==> config.mk <==
export PLATFORM = sky130hd
export DESIGN_NAME = mux_pipeline_stream
export DESIGN_NICKNAME = d
export VERILOG_FILES = /design/src/rtl/mux_pipeline_stream.sv
export SDC_FILE = /design/constraint.sdc
export NUM_CORES = 1
export LEC_CHECK = 0
export ABC_AREA = 1
export CAP_MARGIN = 10
export CORE_AREA = 2 2 82 84
export CTS_BUF_LIST = sky130_fd_sc_hd__clkbuf_2
export CTS_CLUSTER_DIAMETER = 150
export DETAILED_ROUTE_END_ITERATION = 10
export DIE_AREA = 0 0 84 86
export HOLD_SLACK_MARGIN = 0.05
export MAX_ROUTING_LAYER = met4
export PLACE_DENSITY = 0.81
export SYNTH_ARGS = -nofsm -noshare
export SYNTH_HDL_FRONTEND = slang
export SYNTH_SLANG_ARGS = --single-unit
==> constraint.sdc <==
create_clock -name clk -period 1.3 [get_ports clk]
set_input_delay 0.13 -clock clk [delete_from_list [all_inputs] [get_ports clk]]
set_output_delay 0.13 -clock clk [all_outputs]
set_load 0.1 [all_outputs]
==> src/rtl/mux_pipeline_stream.sv <==
// mux_pipeline_stream: RADIX-ary select tree, one register rank per level.
// Optional out_sel echo port: define MUX_PIPELINE_STREAM_SEL_ECHO_EN.
module mux_pipeline_stream #(
  parameter int WIDTH = 8,
  parameter int INPUT_COUNT = 8,
  parameter int RADIX = 2,
  localparam int SEL_W = $clog2(INPUT_COUNT)
) (
  input  logic                         clk,
  input  logic                         rst_n,
  input  logic                         in_valid,
  output logic                         in_ready,
  input  logic [SEL_W-1:0]             sel,
  input  logic [WIDTH*INPUT_COUNT-1:0] in,
  output logic                         out_valid,
  input  logic                         out_ready,
`ifdef MUX_PIPELINE_STREAM_SEL_ECHO_EN
  output logic [SEL_W-1:0]             out_sel,
`endif
  output logic [WIDTH-1:0]             out
);

  localparam int RSEL_W = $clog2(RADIX);
  localparam int STG_R = (SEL_W + RSEL_W - 1) / RSEL_W;
  localparam int STAGES = (STG_R < 1) ? 1 : STG_R;
  localparam int SELP_W = RSEL_W * STAGES;
  localparam int NPAD = 1 << SELP_W;

  logic [STAGES-1:0]     valid_q;
  logic [STAGES-1:0]     valid_d;
  logic [STAGES-1:0]     upv;
  logic [STAGES-1:0]     load;
  logic [STAGES:0]       rdy;
  logic [SELP_W-1:0]     selp;
  logic [WIDTH*NPAD-1:0] in_pad;

  // Missing words and high select bits read as zero, so
  // out-of-range selects land on zero padding.
  assign selp   = SELP_W'(sel);
  assign in_pad = (WIDTH*NPAD)'(in);

  // Ready ripples back from the consumer; empty stages always accept.
  always_comb begin
    rdy = '0;
    rdy[STAGES] = out_ready;
    for (int k = STAGES - 1; k >= 0; k--) begin
      rdy[k] = !valid_q[k] || rdy[k+1];
    end
  end

  always_comb begin
    upv = '0;
    upv[0] = in_valid;
    for (int k = 1; k < STAGES; k++) begin
      upv[k] = valid_q[k-1];
    end
  end

  always_comb begin
    load    = upv & rdy[STAGES-1:0];
    valid_d = valid_q;
    for (int k = 0; k < STAGES; k++) begin
      if (rdy[k]) valid_d[k] = upv[k];
    end
  end

  always_ff @(posedge clk or negedge rst_n) begin
    if (!rst_n) valid_q <= '0;
    else        valid_q <= valid_d;
  end

  for (genvar k = 0; k < STAGES; k++) begin : g_stg
    localparam int NW = RADIX ** (STAGES - 1 - k);
    localparam int UW = RSEL_W * (STAGES - k);

    logic [NW*RADIX*WIDTH-1:0] up_w;
    logic [UW-1:0]             up_s;
    logic [NW*WIDTH-1:0]       data_d;
    logic [NW*WIDTH-1:0]       data_q;

    if (k == 0) begin : g_src
      assign up_w = in_pad;
      assign up_s = selp;
    end else begin : g_src
      assign up_w = g_stg[k-1].data_q;
      assign up_s = g_stg[k-1].g_res.res_q;
    end

    always_comb begin
      data_d = '0;
      for (int j = 0; j < NW; j++) begin
        data_d[j*WIDTH +: WIDTH] =
          up_w[(j*RADIX + int'(up_s[RSEL_W-1:0]))*WIDTH +: WIDTH];
      end
    end

    always_ff @(posedge clk or negedge rst_n) begin
      if (!rst_n)       data_q <= '0;
      else if (load[k]) data_q <= data_d;
    end

    if (UW > RSEL_W) begin : g_res
      logic [UW-RSEL_W-1:0] res_q;

      always_ff @(posedge clk or negedge rst_n) begin
        if (!rst_n)       res_q <= '0;
        else if (load[k]) res_q <= up_s[UW-1:RSEL_W];
      end
    end
  end

  assign in_ready  = rdy[0];
  assign out_valid = valid_q[STAGES-1];
  assign out       = g_stg[STAGES-1].data_q;

`ifdef MUX_PIPELINE_STREAM_SEL_ECHO_EN
  logic [SEL_W-1:0] esel_q [STAGES];

  always_ff @(posedge clk or negedge rst_n) begin
    if (!rst_n) begin
      for (int k = 0; k < STAGES; k++) esel_q[k] <= '0;
    end else begin
      if (load[0]) esel_q[0] <= sel;
      for (int k = 1; k < STAGES; k++) begin
        if (load[k]) esel_q[k] <= esel_q[k-1];
      end
    end
  end

  assign out_sel = esel_q[STAGES-1];
`endif

endmodule

# Word level (Yosys, flattened, before mapping)
# Cells that the tools add are included.
# classes
n_bitwise	1
reduce_logical	6
addsub	4
shift	7
# ops
op	count
indexed part select 64 x 8 -> 8 bit	2
indexed part select 64 x 5 -> 8 bit	1
indexed part select 64 x 7 -> 8 bit	1
indexed part select 32 x 5 -> 8 bit	1
indexed part select 32 x 7 -> 8 bit	1
indexed part select 16 x 5 -> 8 bit	1
adder 3 x 1 -> 4 bit (first input constant)	2
adder 2 x 1 -> 3 bit (first input constant)	2
bitwise AND 3 bit	1
zero test 1 bit	3
logical OR 1 bit	3
# totals
inputBits	71
register_bits	62

# Depth between registers and ports, before layout
# depth
depth_word	5
depth_mapped	7
mapped_depth_nobuf	6

# Least setup slack after synthesis
# No wires, ideal clock.
# synth_timing
path_type	reg2reg
start	reg valid_q[2]
end	reg g_stg[0].data_q[10]
setup_ps	72
required_time_ps	1228
slack_ps	-1174
path_stages_with_launch	5
t_arrival_ps	2402
cell_sequence	dfrtp_1 > nand4_4 > clkbuf_1 > nand3_1 > nand2_1
# synth_between
elab_chain_len	5
# synth_rtl
element	line_no	source
from (decl)	29	logic [STAGES-1:0] valid_q;
from (signal assigned)	69	else valid_q <= valid_d;
zero test 1 bit	47	rdy[k] = !valid_q[k] || rdy[k+1];
logical OR 1 bit (3 in series)	47	
net in_ready	12	output logic in_ready,
bitwise AND 3 bit	60	load = upv & rdy[STAGES-1:0];
to (signal assigned)	99	else if (load[k]) data_q <= data_d;
to (decl)	79	logic [NW*WIDTH-1:0] data_q;
# The timed path passes the listed nets, and every way through them passes these cells.
# A chain may end at the register's enable or synchronous reset.

# Worst setup path in the final report
# layout_timing
start	reg valid_q[2]
end	out in_ready
# layout_between
elab_chain_len	4
# layout_rtl
element	line_no
zero test 1 bit	47
logical OR 1 bit (3 in series)	47
to (decl)	12
# Every way passes these cells.

==> run summary <==
CTS tree: built
# rows: 29
grt met3 use: 4.52%
Max Cap Viol: 0
Seq cells post-synth: 62
clk_skew: 26.0 ps
ranking of synthesized cells by area: dfrtp_1, nand2_1, nand3_1, o21ai_0, inv_1
mapped cell area: 3130 µm²
Setup Viol. Count Final: 36
pwr/cell area: 1610 nW/µm²
PortBufs: 80
CTS sink count: 62
Synth Instances: 445
Worst-path clk slew: 180 ps
worst-skew pair later-pin latency: 490 ps
GR Util met2: 36.2%
end of the critical path: in_ready
Leak Pwr: 2.36 nW
Die Span X: 84 µm
Fmax: 649 MHz
H-tree Lvls: 3
Synth Net Count: 516
critical path type: register to output pin
GP Congestion: 0.797
RR Startpoint: valid_q[2]
count of final hold-check violations: 0
largest net degree at the start of global routing: 53
number of remaining DRC errors: 0
fill count: 479
CTS max path bufs: 2
Synth Warn #: 0
largest area contributor in the netlist: dfrtp_1
met1 usage: 24.9%
diodes inserted: 0
Post-Syn Area per Cell: 7.03 µm²
status: finished, violations left
Pins Over Slew Limit: 0
worst reg2reg path endpoint: g_stg[0].data_q[30]
Layout Nets: 608
GR peak layer: met2
initial core utilization: 49.8%
pre-CTS setup slack: -64.6 ps
grt ovf: 0
RSZ-0062 raised after global routing: true
DP HPWL: 4.91 mm
sequential-to-total area share from yosys stat: 49.6%
clock root buffer: clkbuf_2
vias in the first global route: 2776
die footprint: 7220 µm²
Slew headroom: 70.1%
DIE HEIGHT: 86 µm
area grow syn2layout: 44.2%
Netlist cell types: 14
Via density: 4.96
1st-iter DRT viols: 202
fin util: 71.9%
share of layout cells above drive strength 1: 10.1%
Post-Route WL: 7.84 mm
Critical Path Fanout Max: 2
Arr. time, crit path: 1410 ps
Req. time, crit path: 1170 ps
period utilisation layout: 118%
GR Util All Layers: 21.4%
area of the core: 6280 µm²
initial antenna violation count: 0
CTS buffer count: 9
Reg2Reg Setup Slack: -80 ps
first-pass GRT wire length: 12.0 mm
final setup margin: -240 ps
Slew @ Worst Pin: 447 ps
Peak VDD IR: 2300 µV
fin crit period: 1540 ps
FF-to-FF path depth: 7
Worst Setup End Kind: output pin
area fraction of the dominant cell type after synthesis: 49.6%
TritonRoute pass-1 iters: 5
io pins: 81
critical path launch point type: register
origin of the worst setup path: valid_q[2]
area of the multi-input gates: 1350 µm²
failing checks: setup timing
post-route ant nets: 0
Wirelength per Cell: 12.7 µm
worst hold path class: input pin to async pin
storage element area: 1560 µm²
DR vias: 3073
-- cell usage in the layout (no fill, tap or decap), types with 2 or more instances in the layout --
cell type,instances
nand2_1,250
clkdlybuf4s50_1,69
dfrtp_1,61
inv_1,35
nand3_1,34
o21ai_0,32
buf_12,16
clkbuf_2,9
buf_4,9
clkinv_1,4
buf_6,4
clkbuf_16,3
clkinv_2,2
dlygate4sd3_1,2
-- metal layers --
metal / vias up / routed length [µm]
met2: 111 / 3970
li1: 1541 / -
met3: 15 / 505
met4: 0 / 138
met5: - / 0
met1: 1406 / 3220
-- state kept, by name, indices dropped and copies added, names as in the netlist --
| register | count |
|---|---|
| out | 8 |
| valid_q | 3 |
| g_stg.data_q | 48 |
| g_stg.g_res.res_q | 3 |
-- through the flow --
| stage | TNS, ps | cells | hold slack (ps) | area (µm²) | total power, mW |
|---|---|---|---|---|---|
| after global routing | -4390 | 619 | 163 | 4510 | 7.66 |
| after global placement | -888 | 588 | 14.3 | 4170 | 5.86 |
| after CTS | -465 | 611 | 149 | 4360 | 7.12 |
| after detailed placement | -1220 | 588 | 22.5 | 4170 | 5.94 |
| final | -1920 | 619 | 133 | 4510 | 7.27 |
| after floorplan | -1390 | 445 | -166 | 3160 | 4.74 |
-- cell type report --
type                    instances  share of cell area, %
clock buffers                   9                  0.998
clock inverters                 7                   1.22
inverters                      36                   3.11
multi-input cells             322                   30.0
flip-flops and latches         62                   34.5
well taps                      77                   2.14
repair buffers                106                   28.1
-- how the worst min path moves through the flow --
stage / endpoint / slack (ps) / cells past startpoint
global placement: valid_q[2] / 10 / 1
global route: g_stg[1].data_q[0] / 160 / 3
detailed placement: valid_q[2] / 20 / 1
finish: g_stg[1].data_q[0] / 130 / 3
CTS: valid_q[0] / 150 / 3
floorplan: g_stg[0].data_q[0] / -170 / 0
-- worst max-delay path: stages, from the launching register on --
cell,delay (ps)
dfrtp_4,520
nand4_4,120
buf_12,120
buf_12,160
-- synth_stat cells --
cell type / number
a21oi_2: 1
inv_2: 1
o21ai_0: 32
buf_4: 3
buf_1: 3
nand4_4: 1
nand2_2: 2
buf_2: 7
dfrtp_1: 62
nand2_1: 251
nand3_1: 35
buf_6: 1
clkbuf_1: 11
inv_1: 35
-- timing repair --
action	CTS	global route
endpoints found under the hold margin	62	0
hold buffers	2	0
resized for setup	1	9
setup buffers	4	2
endpoints found under the setup margin	2	31
cloned	1	6
-- report_power, final --
group          internal, mW  total [mW]  switching (mW)
Clock                 0.414        1.10           0.687
Combinational          1.33        3.32            1.99
Sequential             2.44        2.85           0.406
Total                  4.19        7.27            3.08
-- kinds of logic after synthesis --
| group | Yosys count | synth area share (%) |
|---|---|---|
| AOI/OAI and AO/OA | 33 | 5.40 |
| buffers and inverters | 61 | 8.20 |
| DFF | 62 | 49.6 |
| and+or+nand+nor | 289 | 36.8 |
Note: power is estimated with default switching activity, not from simulation.
